<file path="src/rtl/maze_pkg.sv">
// maze_pkg: shared map geometry, direction codes, FSM states and column mapping
package maze_pkg;

    localparam int MAP_DIM = 8;
    localparam int COORD_W = 3;
    localparam int ROM_W   = 9;

    localparam logic [1:0] DIR_UP    = 2'b00;
    localparam logic [1:0] DIR_RIGHT = 2'b01;
    localparam logic [1:0] DIR_DOWN  = 2'b10;
    localparam logic [1:0] DIR_LEFT  = 2'b11;

    typedef enum logic [1:0] {IDLE, FETCH, EVAL} state_t;

    // Column 0 sits in the MSB of a map row
    function automatic logic [COORD_W-1:0] col_bit(input logic [COORD_W-1:0] x);
        return COORD_W'(MAP_DIM - 1) - x;
    endfunction

endpackage

</file>
<file path="src/rtl/maze_if.sv">
// maze_if: move request/result channel plus the map ROM read port of the mover
interface maze_if;
    import maze_pkg::*;

    logic               move_valid;
    logic [1:0]         move_dir;
    logic               move_ready;
    logic               move_done;
    logic               move_ok;
    logic [COORD_W-1:0] pos_x;
    logic [COORD_W-1:0] pos_y;
    logic               at_goal;
    logic               rom_en;
    logic [COORD_W-1:0] rom_addr;
    logic [ROM_W-1:0]   rom_data;

    modport master (
        output move_valid, move_dir, rom_data,
        input  move_ready, move_done, move_ok, pos_x, pos_y, at_goal, rom_en, rom_addr
    );

    modport slave (
        input  move_valid, move_dir, rom_data,
        output move_ready, move_done, move_ok, pos_x, pos_y, at_goal, rom_en, rom_addr
    );

endinterface

</file>
<file path="src/rtl/maze_step_calc.sv">
// maze_step_calc: target cell of a single step and whether it stays on the map
module maze_step_calc
    import maze_pkg::*;
(
    input  logic [COORD_W-1:0] x,
    input  logic [COORD_W-1:0] y,
    input  logic [1:0]         dir,
    output logic [COORD_W-1:0] tx,
    output logic [COORD_W-1:0] ty,
    output logic               in_bounds
);

    localparam logic [COORD_W-1:0] MAX = COORD_W'(MAP_DIM - 1);

    // Wrapped targets are harmless: in_bounds vetoes them before use
    always_comb begin
        tx        = (dir == DIR_RIGHT) ? x + 1'b1 : (dir == DIR_LEFT) ? x - 1'b1 : x;
        ty        = (dir == DIR_DOWN)  ? y + 1'b1 : (dir == DIR_UP)   ? y - 1'b1 : y;
        in_bounds = !((dir == DIR_UP    && y == '0)  ||
                      (dir == DIR_DOWN  && y == MAX) ||
                      (dir == DIR_LEFT  && x == '0)  ||
                      (dir == DIR_RIGHT && x == MAX));
    end

endmodule

</file>
<file path="src/rtl/maze_mover.sv">
// maze_mover: player position controller that validates steps against the map ROM
module maze_mover
    import maze_pkg::*;
#(
    parameter int START_X = 0,
    parameter int START_Y = 0,
    parameter int GOAL_X  = 7,
    parameter int GOAL_Y  = 7
) (
    input  logic clk,
    input  logic rst_n,
    maze_if.slave bus
);

    state_t             state;
    logic [COORD_W-1:0] tx, ty, tx_q, ty_q;
    logic               in_bounds;
    logic               cell_open;

    maze_step_calc u_step (
        .x         (bus.pos_x),
        .y         (bus.pos_y),
        .dir       (bus.move_dir),
        .tx        (tx),
        .ty        (ty),
        .in_bounds (in_bounds)
    );

    assign cell_open   = bus.rom_data[{1'b0, col_bit(tx_q)}];
    assign bus.at_goal = (bus.pos_x == COORD_W'(GOAL_X)) && (bus.pos_y == COORD_W'(GOAL_Y));

    // Request FSM: edge rejects finish in IDLE, in-bounds steps read one ROM row then commit
    always_ff @(posedge clk or negedge rst_n) begin
        if (!rst_n) begin
            state          <= IDLE;
            bus.pos_x      <= COORD_W'(START_X);
            bus.pos_y      <= COORD_W'(START_Y);
            bus.move_ready <= 1'b1;
            bus.move_done  <= 1'b0;
            bus.move_ok    <= 1'b0;
            bus.rom_en     <= 1'b0;
            bus.rom_addr   <= '0;
            tx_q           <= '0;
            ty_q           <= '0;
        end else begin
            bus.move_done <= 1'b0;
            case (state)
                IDLE: begin
                    if (bus.move_valid && bus.move_ready) begin
                        if (in_bounds) begin
                            tx_q           <= tx;
                            ty_q           <= ty;
                            bus.rom_en     <= 1'b1;
                            bus.rom_addr   <= ty;
                            bus.move_ready <= 1'b0;
                            state          <= FETCH;
                        end else begin
                            bus.move_done <= 1'b1;
                            bus.move_ok   <= 1'b0;
                        end
                    end
                end
                FETCH: begin
                    bus.rom_en <= 1'b0;
                    state      <= EVAL;
                end
                EVAL: begin
                    if (cell_open) begin
                        bus.pos_x <= tx_q;
                        bus.pos_y <= ty_q;
                    end
                    bus.move_ok    <= cell_open;
                    bus.move_done  <= 1'b1;
                    bus.move_ready <= 1'b1;
                    state          <= IDLE;
                end
                default: state <= IDLE;
            endcase
        end
    end

endmodule

</file>
<file path="src/flat_wrapper.sv">
// flat-port wrapper written by rule: the top's interface ports become plain ports
module maze_mover_flat import maze_pkg::*;
#(
    parameter int START_X = 0,
    parameter int START_Y = 0,
    parameter int GOAL_X  = 7,
    parameter int GOAL_Y  = 7
)
  (clk, rst_n, bus_move_valid, bus_move_dir, bus_rom_data, bus_move_ready, bus_move_done, bus_move_ok, bus_pos_x, bus_pos_y, bus_at_goal, bus_rom_en, bus_rom_addr);
  maze_if bus_i ();
  input  logic clk;
  input  logic rst_n;
  input wire logic [$bits(bus_i.move_valid)-1:0] bus_move_valid;
  input wire logic [$bits(bus_i.move_dir)-1:0] bus_move_dir;
  input wire logic [$bits(bus_i.rom_data)-1:0] bus_rom_data;
  output wire logic [$bits(bus_i.move_ready)-1:0] bus_move_ready;
  output wire logic [$bits(bus_i.move_done)-1:0] bus_move_done;
  output wire logic [$bits(bus_i.move_ok)-1:0] bus_move_ok;
  output wire logic [$bits(bus_i.pos_x)-1:0] bus_pos_x;
  output wire logic [$bits(bus_i.pos_y)-1:0] bus_pos_y;
  output wire logic [$bits(bus_i.at_goal)-1:0] bus_at_goal;
  output wire logic [$bits(bus_i.rom_en)-1:0] bus_rom_en;
  output wire logic [$bits(bus_i.rom_addr)-1:0] bus_rom_addr;
  assign bus_i.move_valid = bus_move_valid;
  assign bus_i.move_dir = bus_move_dir;
  assign bus_i.rom_data = bus_rom_data;
  assign bus_move_ready = bus_i.move_ready;
  assign bus_move_done = bus_i.move_done;
  assign bus_move_ok = bus_i.move_ok;
  assign bus_pos_x = bus_i.pos_x;
  assign bus_pos_y = bus_i.pos_y;
  assign bus_at_goal = bus_i.at_goal;
  assign bus_rom_en = bus_i.rom_en;
  assign bus_rom_addr = bus_i.rom_addr;
  maze_mover #(.START_X(START_X), .START_Y(START_Y), .GOAL_X(GOAL_X), .GOAL_Y(GOAL_Y)) u_core (.clk(clk), .rst_n(rst_n), .bus(bus_i));
endmodule
</file>
<file path="config.mk">
export PLATFORM = sky130hd
export DESIGN_NAME = maze_mover_flat
export DESIGN_NICKNAME = d
export VERILOG_FILES = /design/src/rtl/maze_pkg.sv /design/src/rtl/maze_if.sv /design/src/rtl/maze_step_calc.sv /design/src/rtl/maze_mover.sv /design/src/flat_wrapper.sv
export SDC_FILE = /design/constraint.sdc
export NUM_CORES = 1
export LEC_CHECK = 0
export ABC_AREA = 1
export CORE_MARGIN = 2
export CORE_UTILIZATION = 25
export CTS_BUF_LIST = sky130_fd_sc_hd__clkbuf_8 sky130_fd_sc_hd__clkbuf_16
export CTS_CLUSTER_DIAMETER = 30
export CTS_CLUSTER_SIZE = 40
export DETAILED_ROUTE_END_ITERATION = 16
export PLACE_DENSITY = 0.49
export REMOVE_ABC_BUFFERS = 1
export SLEW_MARGIN = 20
export SYNTH_ARGS = -nofsm -noshare
export SYNTH_HDL_FRONTEND = slang
export SYNTH_SLANG_ARGS = --single-unit
</file>
<file path="constraint.sdc">
create_clock -name clk -period 2.45 [get_ports clk]
set_input_delay 0.49 -clock clk [delete_from_list [all_inputs] [get_ports clk]]
set_output_delay 0.49 -clock clk [all_outputs]
set_load 0.01 [all_outputs]
</file>
==> reports/qor.txt, run 1 <==
CP required - 1.96 ns
1st-pass router iterations - 4
GRT Resource Usage Total - 0.120
Die X-Extent - 72.7 um
IO buf count - 26
Async SR Flop Fraction - 1.00
clk slew on worst S/H paths - 0.07 ns
Root Driver - clkbuf_8
clk_lat worst skew - 0.26 ns
Synth Warn # - 0
post-synthesis compound-gate area fraction - 0.0286
Resized cells post-CTS - 0
clk buf depth - 2
worst path arrival time - 1.68 ns
R2R Path End - u_core.tx_q[2]$_DFFE_PN0P_
unrepaired setup endpoints after global routing - false
DP HPWL - 2080 um
Initial Util - 0.265
Synth Area in Adders - 0.0848
xor/xnor share of the synthesized area - 0.0148
antenna diode count - 0
CP Launch Point - u_core.bus.pos_x[0]$_DFFE_PN0P_
Post-synth top flop - dfrtp_1
most used standard cell by instance count after synthesis - nand2_1
Worst slew margin - 0.812
Via density - 4.40
R2R Setup Slk - 0.73 ns
top-area cell type share of the netlist area - 0.361
critical path, cell by cell - ha_1, ha_1, nand2_1, inv_1, clkdlybuf4s50_1
setup TNS - 0 ns
# clock sinks - 18
DRT iter0 DRCs - 36
Worst R2R Start - u_core.bus.pos_x[0]$_DFFE_PN0P_
Core Area - 4440 um^2
Final Max Tran Viols - 0
critical path's slowest cell - clkdlybuf4s50_1
Placed Area - 1510 um^2
area leader, netlist - dfrtp_1
Synth Area in Simple Gates - 0.402
Crit Path Class - reg2out
Synth Register Bits - 18
first-pass GRT wire length - 4990 um
largest net degree at the start of global routing - 19
Post-CTS Repair Setup Buffers - 0
Synth Instances - 160
residual DRC count - 0
Max IR drop VDD - 0.387 mV
final setup fails - 0
Syn Std Cell Area - 1180 um^2
fill count - 484
crit path to - bus_at_goal
full die area - 5290 um^2
FP Rows - 24
gp weighted congestion - 0.770
chip height - 72.7 um
vias - 1,065
worst slew pin tran - 0.281 ns
Max Clock Freq - 460 MHz
critical path's largest stage delay - 0.46 ns
crit-path max FO - 5
clk_skew - 0.00628 ns
number of global-route vias before repair - 1,121
Tmin final - 2.17 ns
cell count of the worst reg-to-reg path - 8
final hold vios - 0
EDFF count, synth - 0
fin nets - 213
I/O pins - 28
final WL - 2640 um
wire per inst - 10.9 um
Leak - 0.811 nW
most frequent cells after synthesis - nand2_1 (58), inv_1 (22), dfrtp_1 (17), nand3_1 (17), nor2_1 (11)
H-tree depth reported by CTS - 1
CTS tree - built
crit start category - flip-flop
share of layout cells above drive strength 1 - 0.0789
Distinct cells, synth - 24
synth top area cells - dfrtp_1 (36%), nand2_1 (18%), ha_1 (8.5%), nand3_1 (7.2%), inv_1 (7.0%)
Tightest Hold Check Type - reg2reg
max cap viols - 0
Syn Area/Cell - 7.37 um^2
Detail Route Antenna Nets - 0
area grow syn2layout - 31.6%
main combinational cell family by area after synthesis - simple AND/OR/NAND/NOR gates
Final Instance Area - 1550 um^2
crit path capture type - output port
total global routing overflow - 0
pwr dens - 1120 nW/um^2
hold_buf cts - 0
Period Utilization, post-route - 0.887
post-synthesis mux area share - 0
initial antenna violation count - 0
status - completed
Seq/Total Area, Yosys - 0.383
CTS Buf Count - 3
most used cell, CP - ha_1
Power, Total - 1.73 mW
==> per-layer routing <==
layer  share of wire  wire length, um  global-route usage  vias to the layer above
li1                -                -                   -                      562
met2            0.45             1190               0.200                       12
met1            0.51             1350               0.154                      486
met3           0.021               55              0.0138                        5
met4           0.021               56              0.0576                        0
met5               0                0                   0                        -
==> layout make-up <==
cell class | instances | area, um^2 | share of cell area
Clock buffer | 3 | 41.3 | 0.0266
Sequential cell | 18 | 452 | 0.291
Multi-Input combinational cell | 116 | 626 | 0.403
Clock inverter | 1 | 3.75 | 0.00242
Tap cell | 52 | 65.1 | 0.0419
Timing Repair Buffer | 28 | 275 | 0.177
Inverter | 24 | 90.1 | 0.0580
==> stage by stage <==
| stage | hold slack [ns] | instances | utilization | worst slack [ns] |
|---|---|---|---|---|
| finish | 0.471 | 242 | 0.349 | 0.277 |
| global route | 0.506 | 242 | 0.349 | 0.178 |
| CTS | 0.473 | 242 | 0.349 | 0.248 |
| detailed placement | 0.462 | 238 | 0.339 | 0.377 |
| global placement | 0.466 | 238 | 0.339 | 0.352 |
| floorplan | 0.194 | 158 | - | 0.955 |
==> kinds of logic after synthesis <==
kind of cell    count (synthesis)
xor+xnor                        2
buf+inv                        26
compound gates                  5
flops                          18
simple gates                  101
fa+ha+maj                       8
==> worst max-delay path, delay by kind of cell (launching register included) <==
kind,cells,cell delay [ns]
flops,1,0.44
simple gates,1,0.06
buf+inv,2,0.49
fa+ha+maj,2,0.42
==> how the worst min path moves through the flow <==
stage,to,startpoint,slack [ns],depth (start not counted)
floorplan,u_core.bus.move_done$_DFF_PN0_,rst_n,0.19,0
detailed placement,u_core.state[1]$_DFFE_PN0P_,u_core.state[1]$_DFFE_PN0P_,0.46,1
finish,u_core.state[1]$_DFFE_PN0P_,u_core.state[1]$_DFFE_PN0P_,0.47,1
global placement,u_core.bus.move_ready$_DFFE_PN1P_,u_core.bus.move_ready$_DFFE_PN1P_,0.47,2
global route,u_core.state[1]$_DFFE_PN0P_,u_core.state[1]$_DFFE_PN0P_,0.51,1
CTS,u_core.state[1]$_DFFE_PN0P_,u_core.state[1]$_DFFE_PN0P_,0.47,1
==> report_power, final <==
part	switching, mW	internal (mW)	total [mW]	leakage (nW)
Combinational	0.502	0.420	0.923	0.554
Clock	0.104	0.112	0.216	0.0269
Sequential	0.156	0.438	0.594	0.230
==> sequential cells by signal (all words and copies together), names as in the netlist, 2 cells and up <==
signal	flops
u_core.bus.pos_x	3
u_core.bus.pos_y	3
u_core.bus.rom_addr	3
u_core.state	2
u_core.tx_q	3
==> layout by cell type (no fill, tap or decap), drive strengths merged <==
cell type | Yosys | routed
o221ai | 1 | 1
o21ai | 1 | 1
xor2 | 1 | 1
nand2 | 59 | 59
inv | 24 | 25
dfstp | 1 | 1
or2 | 1 | 1
clkdlybuf4s50 | 0 | 26
dfrtp | 17 | 17
a21oi | 1 | 1
nand3b | 1 | 1
nand3 | 21 | 21
nor2 | 13 | 13
ha | 8 | 8
xnor2 | 1 | 1
o211ai | 2 | 2
clkbuf | 0 | 3
buf | 2 | 2
nand4 | 6 | 6
No activity file was read; power rests on OpenSTA's default activity.
==> inputs of run 2 (changes only) <==
- MAX_ROUTING_LAYER: unset -> met4
==> reports/qor.txt, run 2 (synthesized netlist as in run 1, its figures left out) <==
status - completed
WP buf/inv - 2
area grow syn2layout - 31.6%
most frequent cells in the layout - nand2_1 (58), clkdlybuf4s50_1 (26), inv_1 (23)
first-pass GRT wire length - 4990 um
Tightest Hold Check Type - reg2reg
Detail Route Antenna Nets - 0
final hold vios - 0
final setup fails - 0
DRT iter0 DRCs - 41
CP required - 1.96 ns
Post-CTS Repair Setup Buffers - 0
Worst R2R Start - u_core.bus.pos_x[0]$_DFFE_PN0P_
Core Area - 4440 um^2
CTS tree - built
Crit Path Class - reg2out
number of global-route vias before repair - 1,120
Placed Area - 1510 um^2
Final Instance Area - 1550 um^2
fill count - 484
most used cell, CP - ha_1
residual DRC count - 0
Worst slew margin - 0.817
antenna diode count - 0
hold_buf cts - 0
CP Launch Point - u_core.bus.pos_x[0]$_DFFE_PN0P_
commonest non-fill, non-tap cell in the layout - nand2_1
unrepaired setup endpoints after global routing - false
largest net degree at the start of global routing - 19
final WL - 2650 um
1st-pass router iterations - 4
crit start category - flip-flop
GRT Resource Usage Total - 0.123
FP Rows - 24
H-tree depth reported by CTS - 1
Root Driver - clkbuf_8
Initial Util - 0.265
Via density - 4.40
Resized cells post-CTS - 0
Max IR drop VDD - 0.387 mV
crit-path max FO - 5
fin nets - 213
worst slew pin tran - 0.272 ns
max cap viols - 0
wire per inst - 10.9 um
Leak - 0.811 nW
CP delay by family, top - buffers and inverters
IO buf count - 26
clk buf depth - 2
Hold Crit Start - u_core.state[1]$_DFFE_PN0P_
clk slew on worst S/H paths - 0.07 ns
pwr dens - 1120 nW/um^2
total global routing overflow - 0
CTS Buf Count - 3
I/O pins - 28
Max Clock Freq - 460 MHz
gp weighted congestion - 0.780
setup TNS - 0 ns
Hold Path Stages - 1
critical path's largest stage delay - 0.46 ns
initial antenna violation count - 0
worst path arrival time - 1.68 ns
cell count of the worst reg-to-reg path - 8
full die area - 5290 um^2
critical path, cell by cell - ha_1, ha_1, nand2_1, inv_1, clkdlybuf4s50_1
Tmin final - 2.17 ns
clk_skew - 0.00635 ns
Die X-Extent - 72.7 um
vias - 1,066
crit path capture type - output port
# clock sinks - 18
Period Utilization, post-route - 0.887
share of layout cells above drive strength 1 - 0.0789
Stages on worst setup path - 5
clk_lat worst skew - 0.26 ns
chip height - 72.7 um
Final Max Tran Viols - 0
DP HPWL - 2080 um
critical path's slowest cell - clkdlybuf4s50_1
==> run 2: worst register-to-register path, stage by stage, from the launching register on <==
cell	delay [ns]
dfrtp_1	0.44
ha_1	0.22
ha_1	0.20
nand3_1	0.09
nand2_1	0.08
nor2_1	0.22
nand3_2	0.21
nand2_1	0.11
nand2_1	0.05
==> run 2: layer usage <==
| metal | wire length [um] | GRT usage | vias up |
|---|---|---|---|
| li1 | - | - | 563 |
| met1 | 1350 | 0.154 | 486 |
| met5 | 0 | - | - |
| met3 | 55 | 0.0138 | 5 |
| met2 | 1190 | 0.200 | 12 |
| met4 | 56 | 0.0576 | 0 |
==> run 2: final timing paths <==
| path | end | slack [ns] |
|---|---|---|
| min in group asynchronous | u_core.bus.pos_y[2]$_DFFE_PN0P_ | 0.56 |
| min reg2reg | u_core.state[1]$_DFFE_PN0P_ | 0.47 |
| max reg2reg | u_core.tx_q[2]$_DFFE_PN0P_ | 0.73 |
| max in group asynchronous | u_core.bus.move_ready$_DFFE_PN1P_ | 1.63 |
| min | u_core.state[1]$_DFFE_PN0P_ | 0.47 |
| max | bus_at_goal | 0.28 |
==> run 2: where the power goes <==
group          total [mW]  internal (mW)  switching, mW
Sequential          0.595          0.438          0.157
Clock               0.216          0.112          0.105
Combinational       0.923          0.420          0.502
==> run 2: layout make-up <==
type	instances	area, um^2	share of cell area
multi-input combinational	116	626	0.403
sequential	18	452	0.291
timing repair buffer	28	275	0.177
inverter	24	90.1	0.0580
tap	52	65.1	0.0419
clock buffer	3	41.3	0.0266
clock inverter	1	3.75	0.00242
==> run 2: per-stage QoR <==
stage / hold slack [ns] / std cells / setup WS [ns] / power, mW / utilization
finish: 0.471 / 242 / 0.277 / 1.73 / 0.349
CTS: 0.473 / 242 / 0.248 / 1.76 / 0.349
global placement: 0.466 / 238 / 0.352 / 1.53 / 0.339
floorplan: 0.194 / 158 / 0.955 / 1.16 / -
global route: 0.506 / 242 / 0.179 / 1.94 / 0.349
detailed placement: 0.462 / 238 / 0.377 / 1.54 / 0.339
==> inputs of run 3 (changes only) <==
- HOLD_SLACK_MARGIN: unset -> 0.1
==> results of run 3 <==
Same layout as run 2: the final DEF is identical, and so are final timing and power.
